===== src/rtl/mux8_32.sv =====
// Byte-to-word assembler: gathers four consecutive valid bytes on clk_4f into one
// 32-bit word, pulsing valid_out on completion and frame_err when a word is abandoned.
module mux8_32 #(
    parameter int MSB_FIRST = 1
) (
    input  logic        clk_4f,
    input  logic        reset,
    input  logic [7:0]  data_in,
    input  logic        valid_in,
    output logic [31:0] data_out,
    output logic        valid_out,
    output logic        frame_err,
    output logic [1:0]  byte_cnt
);

    typedef enum logic [0:0] {
        IDLE    = 1'b0,
        COLLECT = 1'b1
    } state_t;

    state_t      state_r, state_s;
    logic [23:0] asm_r, asm_s;
    logic [31:0] data_s;
    logic        valid_s;
    logic        err_s;
    logic [1:0]  cnt_s;

    // Pushing each new byte in from the "later" end keeps earlier bytes in order.
    function automatic logic [23:0] shift_in(input logic [23:0] held, input logic [7:0] b);
        if (MSB_FIRST != 0) begin
            return {held[15:0], b};
        end else begin
            return {b, held[23:8]};
        end
    endfunction

    function automatic logic [31:0] make_word(input logic [23:0] held, input logic [7:0] b);
        if (MSB_FIRST != 0) begin
            return {held, b};
        end else begin
            return {b, held};
        end
    endfunction

    // State, assembly register and registered outputs.
    always_ff @(posedge clk_4f or posedge reset) begin
        if (reset) begin
            state_r   <= IDLE;
            asm_r     <= 24'h00_0000;
            data_out  <= 32'h0000_0000;
            valid_out <= 1'b0;
            frame_err <= 1'b0;
            byte_cnt  <= 2'd0;
        end else begin
            state_r   <= state_s;
            asm_r     <= asm_s;
            data_out  <= data_s;
            valid_out <= valid_s;
            frame_err <= err_s;
            byte_cnt  <= cnt_s;
        end
    end

    // Next-state and next-output logic.
    always_comb begin
        state_s = state_r;
        asm_s   = asm_r;
        data_s  = data_out;
        valid_s = 1'b0;
        err_s   = 1'b0;
        cnt_s   = byte_cnt;
        case (state_r)
            IDLE: begin
                if (valid_in) begin
                    asm_s   = shift_in(24'h00_0000, data_in);
                    cnt_s   = 2'd1;
                    state_s = COLLECT;
                end else begin
                    cnt_s   = 2'd0;
                end
            end
            COLLECT: begin
                if (valid_in) begin
                    if (byte_cnt == 2'd3) begin
                        data_s  = make_word(asm_r, data_in);
                        valid_s = 1'b1;
                        cnt_s   = 2'd0;
                        state_s = IDLE;
                    end else begin
                        asm_s   = shift_in(asm_r, data_in);
                        cnt_s   = byte_cnt + 2'd1;
                    end
                end else begin
                    // Gap mid-word: drop the partial word, keep the last good one.
                    asm_s   = 24'h00_0000;
                    err_s   = 1'b1;
                    cnt_s   = 2'd0;
                    state_s = IDLE;
                end
            end
            default: begin
                state_s = IDLE;
                asm_s   = 24'h00_0000;
                cnt_s   = 2'd0;
            end
        endcase
    end

endmodule


===== config.mk =====
export PLATFORM = sky130hd
export DESIGN_NAME = mux8_32
export DESIGN_NICKNAME = d
export VERILOG_FILES = /design/src/rtl/mux8_32.sv
export SDC_FILE = /design/constraint.sdc
export NUM_CORES = 1
export LEC_CHECK = 0
export CAP_MARGIN = 20
export CORE_MARGIN = 1.5
export CORE_UTILIZATION = 51
export CTS_BUF_LIST = sky130_fd_sc_hd__clkbuf_4 sky130_fd_sc_hd__clkbuf_8 sky130_fd_sc_hd__clkbuf_16
export CTS_CLUSTER_SIZE = 16
export DETAILED_ROUTE_END_ITERATION = 10
export GPL_TIMING_DRIVEN = 0
export MAX_ROUTING_LAYER = met4
export PLACE_DENSITY = 0.79
export SKIP_CTS_REPAIR_TIMING = 1
export SLEW_MARGIN = 20
export SYNTH_ARGS = -nofsm -noshare
export SYNTH_HDL_FRONTEND = slang
export SYNTH_SLANG_ARGS = --single-unit

===== constraint.sdc =====
create_clock -name clk_4f -period 2.1 [get_ports clk_4f]
set_input_delay 0.42 -clock clk_4f [delete_from_list [all_inputs] [get_ports clk_4f]]
set_output_delay 0.42 -clock clk_4f [all_outputs]
set_load 0.01 [all_outputs]

# Word level (Yosys, flattened, before mapping)
# Index checks and enable logic that the tools add are counted.
classes:
  eq_ne: 3
  bitwise: 1
  mux: 17
  n_addsub: 1
  reduce_logical: 2
ops:
  columns: ["operator", "n"]
  rows:
  - ["two-way mux 24 bit", 3]
  - ["one-hot mux 24 bit (2 select lines)", 1]
  - ["two-way mux 1 bit", 9]
  - ["two-way mux 2 bit", 2]
  - ["one-hot mux 2 bit (2 select lines)", 1]
  - ["!= test 3 bit (second input constant)", 1]
  - ["AND reduction 3 bit", 1]
  - ["adder 2 x 1 -> 2 bit (second input constant)", 1]
  - ["equality test 2 bit (second input constant)", 1]
  - ["!= test 2 bit (second input constant)", 1]
  - ["one-hot mux 1 bit (2 select lines)", 1]
  - ["AND reduction 2 bit", 1]
  - ["inverter 1 bit", 1]
totals:
  inputBits: 11
  output_inout_bits: 36
  regBits: 61

# Depth between registers and ports, before layout
# Gate-level depths: netlist of the first run.
logic_depth:
  depth_word: 4
  ltp_mapped: 6

# Worst setup path before layout of the first run
# OpenSTA, ideal clock, no wires.
synth_timing:
  kind: "reg2reg"
  from: "register byte_cnt[0]"
  to: "register data_out[0]"
  synth_period_minus_slack_ns: 1.506
  arrival_time_ns: 1.381
  setup_slack_ns: 0.594
  path_buffers: 2
  setup_time_ns: 0.125
  path_stages_with_launch: 6
  cell_sequence: "dfrtp_1 ha_1 buf_6 nand3_4 buf_2 mux2_2"
synth_between:
  elab_chain_cells: 2
synth_rtl:
  columns: ["item", "line", "text"]
  rows:
  - ["from (decl)", "13", "output logic [1:0] byte_cnt"]
  - ["from (signal assigned)", "60", "byte_cnt <= cnt_s;"]
  - ["equality test 2 bit", "84", "if (byte_cnt == 2'd3) begin"]
  - ["AND reduction 3 bit (no source line)", null, null]
  - ["to (signal assigned)", "57", "data_out <= data_s;"]
  - ["to (decl)", "10", "output logic [31:0] data_out,"]
# No other way between the ends.
# A chain may end at the register's enable or synchronous reset.

# Final worst setup path of the first run
layout_timing:
  from: "register data_out[0]"
  to: "output port data_out[0]"
# No word-level cell between the ends.

==> flow_summary.toml, run 1 <==
[sta]
fin_crit_ns = 1.68
tightest_slew_ns = 0.729
grt_setup_unrepaired = "false"
finalHoldViolCount = 0
whs_ns = 0.477
final.setup.tns_ns = 0
fmax_mhz = 596
finalSetupViolCount = 0
timing.final.ws_setup_ns = 0.423
maxSlewHeadroom_pct = 51.4
fin_crit_sh_pct = 79.9
slew_viol_final = 0
worst_clock_skew_ns = 0.00554

[placement]
io_buffers = 46
pre_cts_slack_ns = 0.0844
placed_cell_area_um2 = 2960
dp_hpwl_um = 3660
place_inst = 266
gp_congestion = 0.829

[clock_network]
cts_sinks = 61
clock-root-buffer = "clkbuf_8"
numCtsBuffers = 9
cts_tree = "yes"
cts_buffer_depth = 2
clk_pin_slew_ns = 0.06
htree_levels = 3
clkLatencyLatePin_ns = 0.33

[worst_hold_path]
min_path_type = "flop to flop"
worstHoldPathCells = 1
hold_path.startpoint = "data_out[25]"
holdPathEnd = "data_out[25]"

[worst_setup_path]
path_max_fanout = 2
r2r_setup_slack_ns = 0.43
path_cells = "clkdlybuf4s50_1"
reg2reg_depth = 5
worst_path_max_delay_cell = "clkdlybuf4s50_1"
crit_required_ns = 1.68
cp-start-kind = "flop"
crit_type = "flop to output pin"
worstReg2RegStart = "byte_cnt[0]"
critPathBufInv = 1
cp_top_family = "buffers and inverters"
rr_endpoint = "asm_r[2]"
end_kind = "output pin"
slowest_delay_ns = 0.56
worstPathArrival_ns = 1.26

[drt]
vias = 1677
wl_um = 5330
ant_nets = 0
drt_iter0_markers = 135
dr.pass1.iters = 4
remaining_drc_errors = 0
wl_per_cell_um = 18.9
avgViaCountPerCell = 5.95

[finish]
fin_area_um2 = 3160
drive_above_1_share_pct = 15.2
diodes = 0
nNetsFinal = 237
layout_commonest_cell = "dfrtp_1"
area_growth_pct = 30.0
fillCellCount = 305
stdcell_count = 282
mostFrequentLayoutCells = "dfrtp_1, clkdlybuf4s50_1, and4_1, a21o_1, a221o_1"

[synthesis]
syn_area_um2 = 2430
synth-seq-cells = 61
yosysWarnings = 0
async_flop_share_pct = 100
yosysUniqueCellTypes = 22
synthFlopType = "dfrtp_1"
netlist_instances = 168
synth.net_count = 180
ys_seq_area_share_pct = 62.7
avgSynthCellArea_um2 = 14.5
synth-edff-count = 0

[pwr]
ir_drop_mv = 0.478
powerDensity_nw_per_um2 = 854
power.leakage_nw = 1.65

[floorplanning]
start_util_pct = 54.4
num_rows = 24
die_area_um2 = 5200
die_x_um = 72.1
core_area_um2 = 4470
io_pins = 47
fp.dieH_um = 72.1

[global_routing]
antenna_found_initial = 0
grt.met3_usage_pct = 4.31
grt_overflow = 0
grt_pass1_wl_um = 9060
met1_usage_pct = 31.2
grt_max_degree = 62
grt_pass1_vias = 1773
top_usage_layer = "met2"
grt_util_met2_pct = 37.4
grtUsageTotal_pct = 24.1

[run_status]
status = "completed"

[run]
maxCapViolations = 0
==> cells in the mapped netlist (all sizes together) (2+ instances only) <==
| cell | n | area, µm² |
|---|---|---|
| mux2 | 9 | 101 |
| dfrtp | 61 | 1530 |
| and4 | 23 | 201 |
| inv | 2 | 7.51 |
| a221o | 23 | 230 |
| a21o | 23 | 173 |
| buf | 8 | 68.8 |
| a21boi | 2 | 18.8 |
| clkbuf | 8 | 30.0 |
==> cell families after synthesis <==
| kind of cell | share of synthesized area (%) |
|---|---|
| flip-flops | 62.7 |
| adder cells (fa/ha/maj) | 0.514 |
| buffers and inverters | 4.37 |
| AND/OR/NAND/NOR | 10.2 |
| AO/OA/AOI/OAI | 17.7 |
| multiplexers | 4.57 |
==> layer usage <==
metal | vias to the layer above | part of all wire, %
li1 | 776 | -
met3 | 9 | 4.1
met2 | 55 | 49
met5 | - | 0
met1 | 837 | 46
met4 | 0 | 1.5
==> power breakdown <==
group	switching (mW)	leakage, nW	internal (mW)
clock	0.413	0.107	0.598
sequential	0.0601	0.820	1.27
combinational	0.155	0.723	0.207
total	0.627	1.65	2.07
==> registers in the layout, summed over array words and instances (netlist names) <==
name / flops
asm_r: 24
state_r: 1
frame_err: 1
valid_out: 1
data_out: 32
byte_cnt: 2
==> stage by stage <==
step / util [%] / total power [mW]
2_1_floorplan: - / 1.50
6_report: 70.7 / 2.70
3_3_place_gp: 66.2 / 1.69
5_1_grt: 70.7 / 2.81
3_5_place_dp: 66.2 / 1.71
4_1_cts: 70.7 / 2.72
==> worst max-delay path by stage <==
stage / start / end / cells after the start
2_1_floorplan: reset / asm_r[0] / 1
3_3_place_gp: reset / data_out[10] / 2
6_report: data_out[0] / data_out[0] / 1
4_1_cts: data_out[0] / data_out[0] / 1
5_1_grt: byte_cnt[0] / asm_r[2] / 5
3_5_place_dp: valid_in / data_out[4] / 5
==> cell type report <==
| cell class | instances | area, µm² | share of cell area (%) |
|---|---|---|---|
| buffer | 16 | 98.8 | 3.12 |
| inverter | 2 | 10.0 | 0.316 |
| tap | 52 | 65.1 | 2.06 |
| multi-input combinational | 89 | 802 | 25.3 |
| timing repair buffer | 46 | 460 | 14.6 |
| clock buffer | 16 | 201 | 6.37 |
| sequential | 61 | 1530 | 48.2 |
No activity file was read; power rests on OpenSTA's default activity.
==> run 2, diff against run 1 <==
--- a/config.mk
+++ b/config.mk
@@ -7,13 +7,13 @@
 export LEC_CHECK = 0
 export CAP_MARGIN = 20
 export CORE_MARGIN = 1.5
-export CORE_UTILIZATION = 51
+export CORE_UTILIZATION = 46
 export CTS_BUF_LIST = sky130_fd_sc_hd__clkbuf_4 sky130_fd_sc_hd__clkbuf_8 sky130_fd_sc_hd__clkbuf_16
 export CTS_CLUSTER_SIZE = 16
 export DETAILED_ROUTE_END_ITERATION = 10
 export GPL_TIMING_DRIVEN = 0
 export MAX_ROUTING_LAYER = met4
-export PLACE_DENSITY = 0.79
+export PLACE_DENSITY = 0.75
 export SKIP_CTS_REPAIR_TIMING = 1
 export SLEW_MARGIN = 20
 export SYNTH_ARGS = -nofsm -noshare
==> constraint.sdc (replaced) <==
create_clock -name clk_4f -period 1.39 [get_ports clk_4f]
set_input_delay 0.278 -clock clk_4f [delete_from_list [all_inputs] [get_ports clk_4f]]
set_output_delay 0.278 -clock clk_4f [all_outputs]
set_load 0.01 [all_outputs]
==> run 2 against run 1 <==
  * The flow now finishes with violations (negative setup slack)
  * Sequential share of layout area down 6.1 points
  * Count of clock-buffer cells in the layout down 4
  * Register-to-register slack lost 0.56 ns
  * First-iteration DRC count down 36%
  * Worst hold slack worse by 0.11 ns
  * Global-route usage decreased by 3.5 points
  * Non-clock buffer count up 15
  * Via count is 6.5% higher
  * Critical endpoint is now asm_r[16]
==> flow_summary.toml, run 2 (synthesis gave the netlist of run 1 again) <==
[run_status]
status = "finished with violations"
violations = "negative setup slack"

[finish]
diodes = 0
fin_area_um2 = 3620
largest_register_ffs = 32
stdcell_count = 315
top_register = "data_out"
mostFrequentLayoutCells = "dfrtp_1, dlymetal6s2s_1, a21o_1, a221o_1"
reg_top3 = "data_out x32, asm_r x24, byte_cnt x2"
fin_util_pct = 71.0
drive_above_1_share_pct = 28.6
area_growth_pct = 48.9
nNetsFinal = 252
layout_commonest_cell = "dfrtp_1"
fillCellCount = 352

[worst_setup_path]
crit_type = "flop to flop"
startpoint = "byte_cnt[0]"
slowest_delay_ns = 0.40
cp-endpoint = "asm_r[16]"
path_cells = "ha_4 > buf_12 > and3b_2 > buf_6 > a221o_1"
cp_num_cells = 5
worst_path_max_delay_cell = "dfrtp_1"
r2r_setup_slack_ns = -0.13
end_kind = "flop"
worstReg2RegStart = "byte_cnt[0]"
reg2reg_depth = 5
critPathBufInv = 2
crit_required_ns = 1.61
cp_top_family = "flip-flops"
worstPathArrival_ns = 1.74
path_max_fanout = 7
cp-start-kind = "flop"
rr_endpoint = "asm_r[16]"

[sta]
fin_crit_ns = 1.52
finalHoldViolCount = 0
worst_clock_skew_ns = 0.00602
slew_viol_final = 0
final.setup.tns_ns = -2.38
fmax_mhz = 658
tightest_slew_ns = 0.618
maxSlewHeadroom_pct = 58.7
timing.final.ws_setup_ns = -0.130
whs_ns = 0.371
fin_crit_sh_pct = 109
grt_setup_unrepaired = "true"
finalSetupViolCount = 33

[clock_network]
numCtsBuffers = 9
clock-root-buffer = "clkbuf_8"
htree_levels = 3
cts_sinks = 61
clkLatencyLatePin_ns = 0.34
cts_tree = "yes"
cts_buffer_depth = 2
clk_pin_slew_ns = 0.06

[global_routing]
grtUsageTotal_pct = 20.6
grt_pass1_wl_um = 8220
grt_pass1_vias = 1610
grt_max_degree = 35
antenna_found_initial = 0
grt_overflow = 0

[floorplanning]
die_area_um2 = 5740
num_rows = 26
core_area_um2 = 5110
start_util_pct = 47.7
fp.dieH_um = 75.8
die_x_um = 75.8
io_pins = 47

[drt]
ant_nets = 0
dr.pass1.iters = 4
wl_um = 5780
vias = 1786
avgViaCountPerCell = 5.67
remaining_drc_errors = 0
wl_per_cell_um = 18.4
drt_iter0_markers = 86

[pwr]
powerDensity_nw_per_um2 = 1170
power.leakage_nw = 2.44
ir_drop_mv = 0.889
total_power_mw = 4.23

[placement]
gp_congestion = 0.816
placed_cell_area_um2 = 3010
place_inst = 285
dp_hpwl_um = 3330
io_buffers = 46
pre_cts_slack_ns = -0.419

[worst_hold_path]
min_path_type = "primary input to async pin"

[run]
maxCapViolations = 0
## run 2: how the worst min path moves through the flow
stage	slack (ns)	endpoint
final	0.37	asm_r[22]
after detailed placement	0.46	data_out[28]
after global routing	0.41	data_out[8]
after global placement	0.46	data_out[27]
after floorplan	0.39	asm_r[0]
after CTS	0.38	byte_cnt[1]
## run 2: area by class of cell
cell class	instances	area, µm²	share of cell area [%]
Sequential cell	61	1530	42.1
Clock buffer	12	165	4.56
Buffer	15	141	3.90
Multi-Input combinational cell	89	876	24.2
Timing Repair Buffer	62	772	21.3
Clock inverter	4	45.0	1.24
Tap cell	70	87.6	2.42
Inverter	2	11.3	0.311
## run 2: worst reg2reg max path, stage by stage, from the launching register on
cell	delay [ns]
dfrtp_1	0.40
ha_4	0.17
buf_12	0.14
and3b_2	0.26
buf_6	0.14
a221o_1	0.30
## run 2: layer usage
layer / up-vias / global-route usage (%) / share of wire (%)
li1: 801 / - / -
met1: 893 / 28.5 / 46
met2: 80 / 28.9 / 46
met3: 12 / 4.76 / 6.6
met4: 0 / 8.93 / 1.2
met5: - / - / 0
## run 2: power by group
| group | leakage [nW] | total [mW] | internal [mW] | switching (mW) |
|---|---|---|---|---|
| clock network | 0.112 | 1.63 | 0.965 | 0.667 |
| registers | 0.820 | 2.00 | 1.92 | 0.0885 |
| logic | 1.51 | 0.593 | 0.344 | 0.249 |
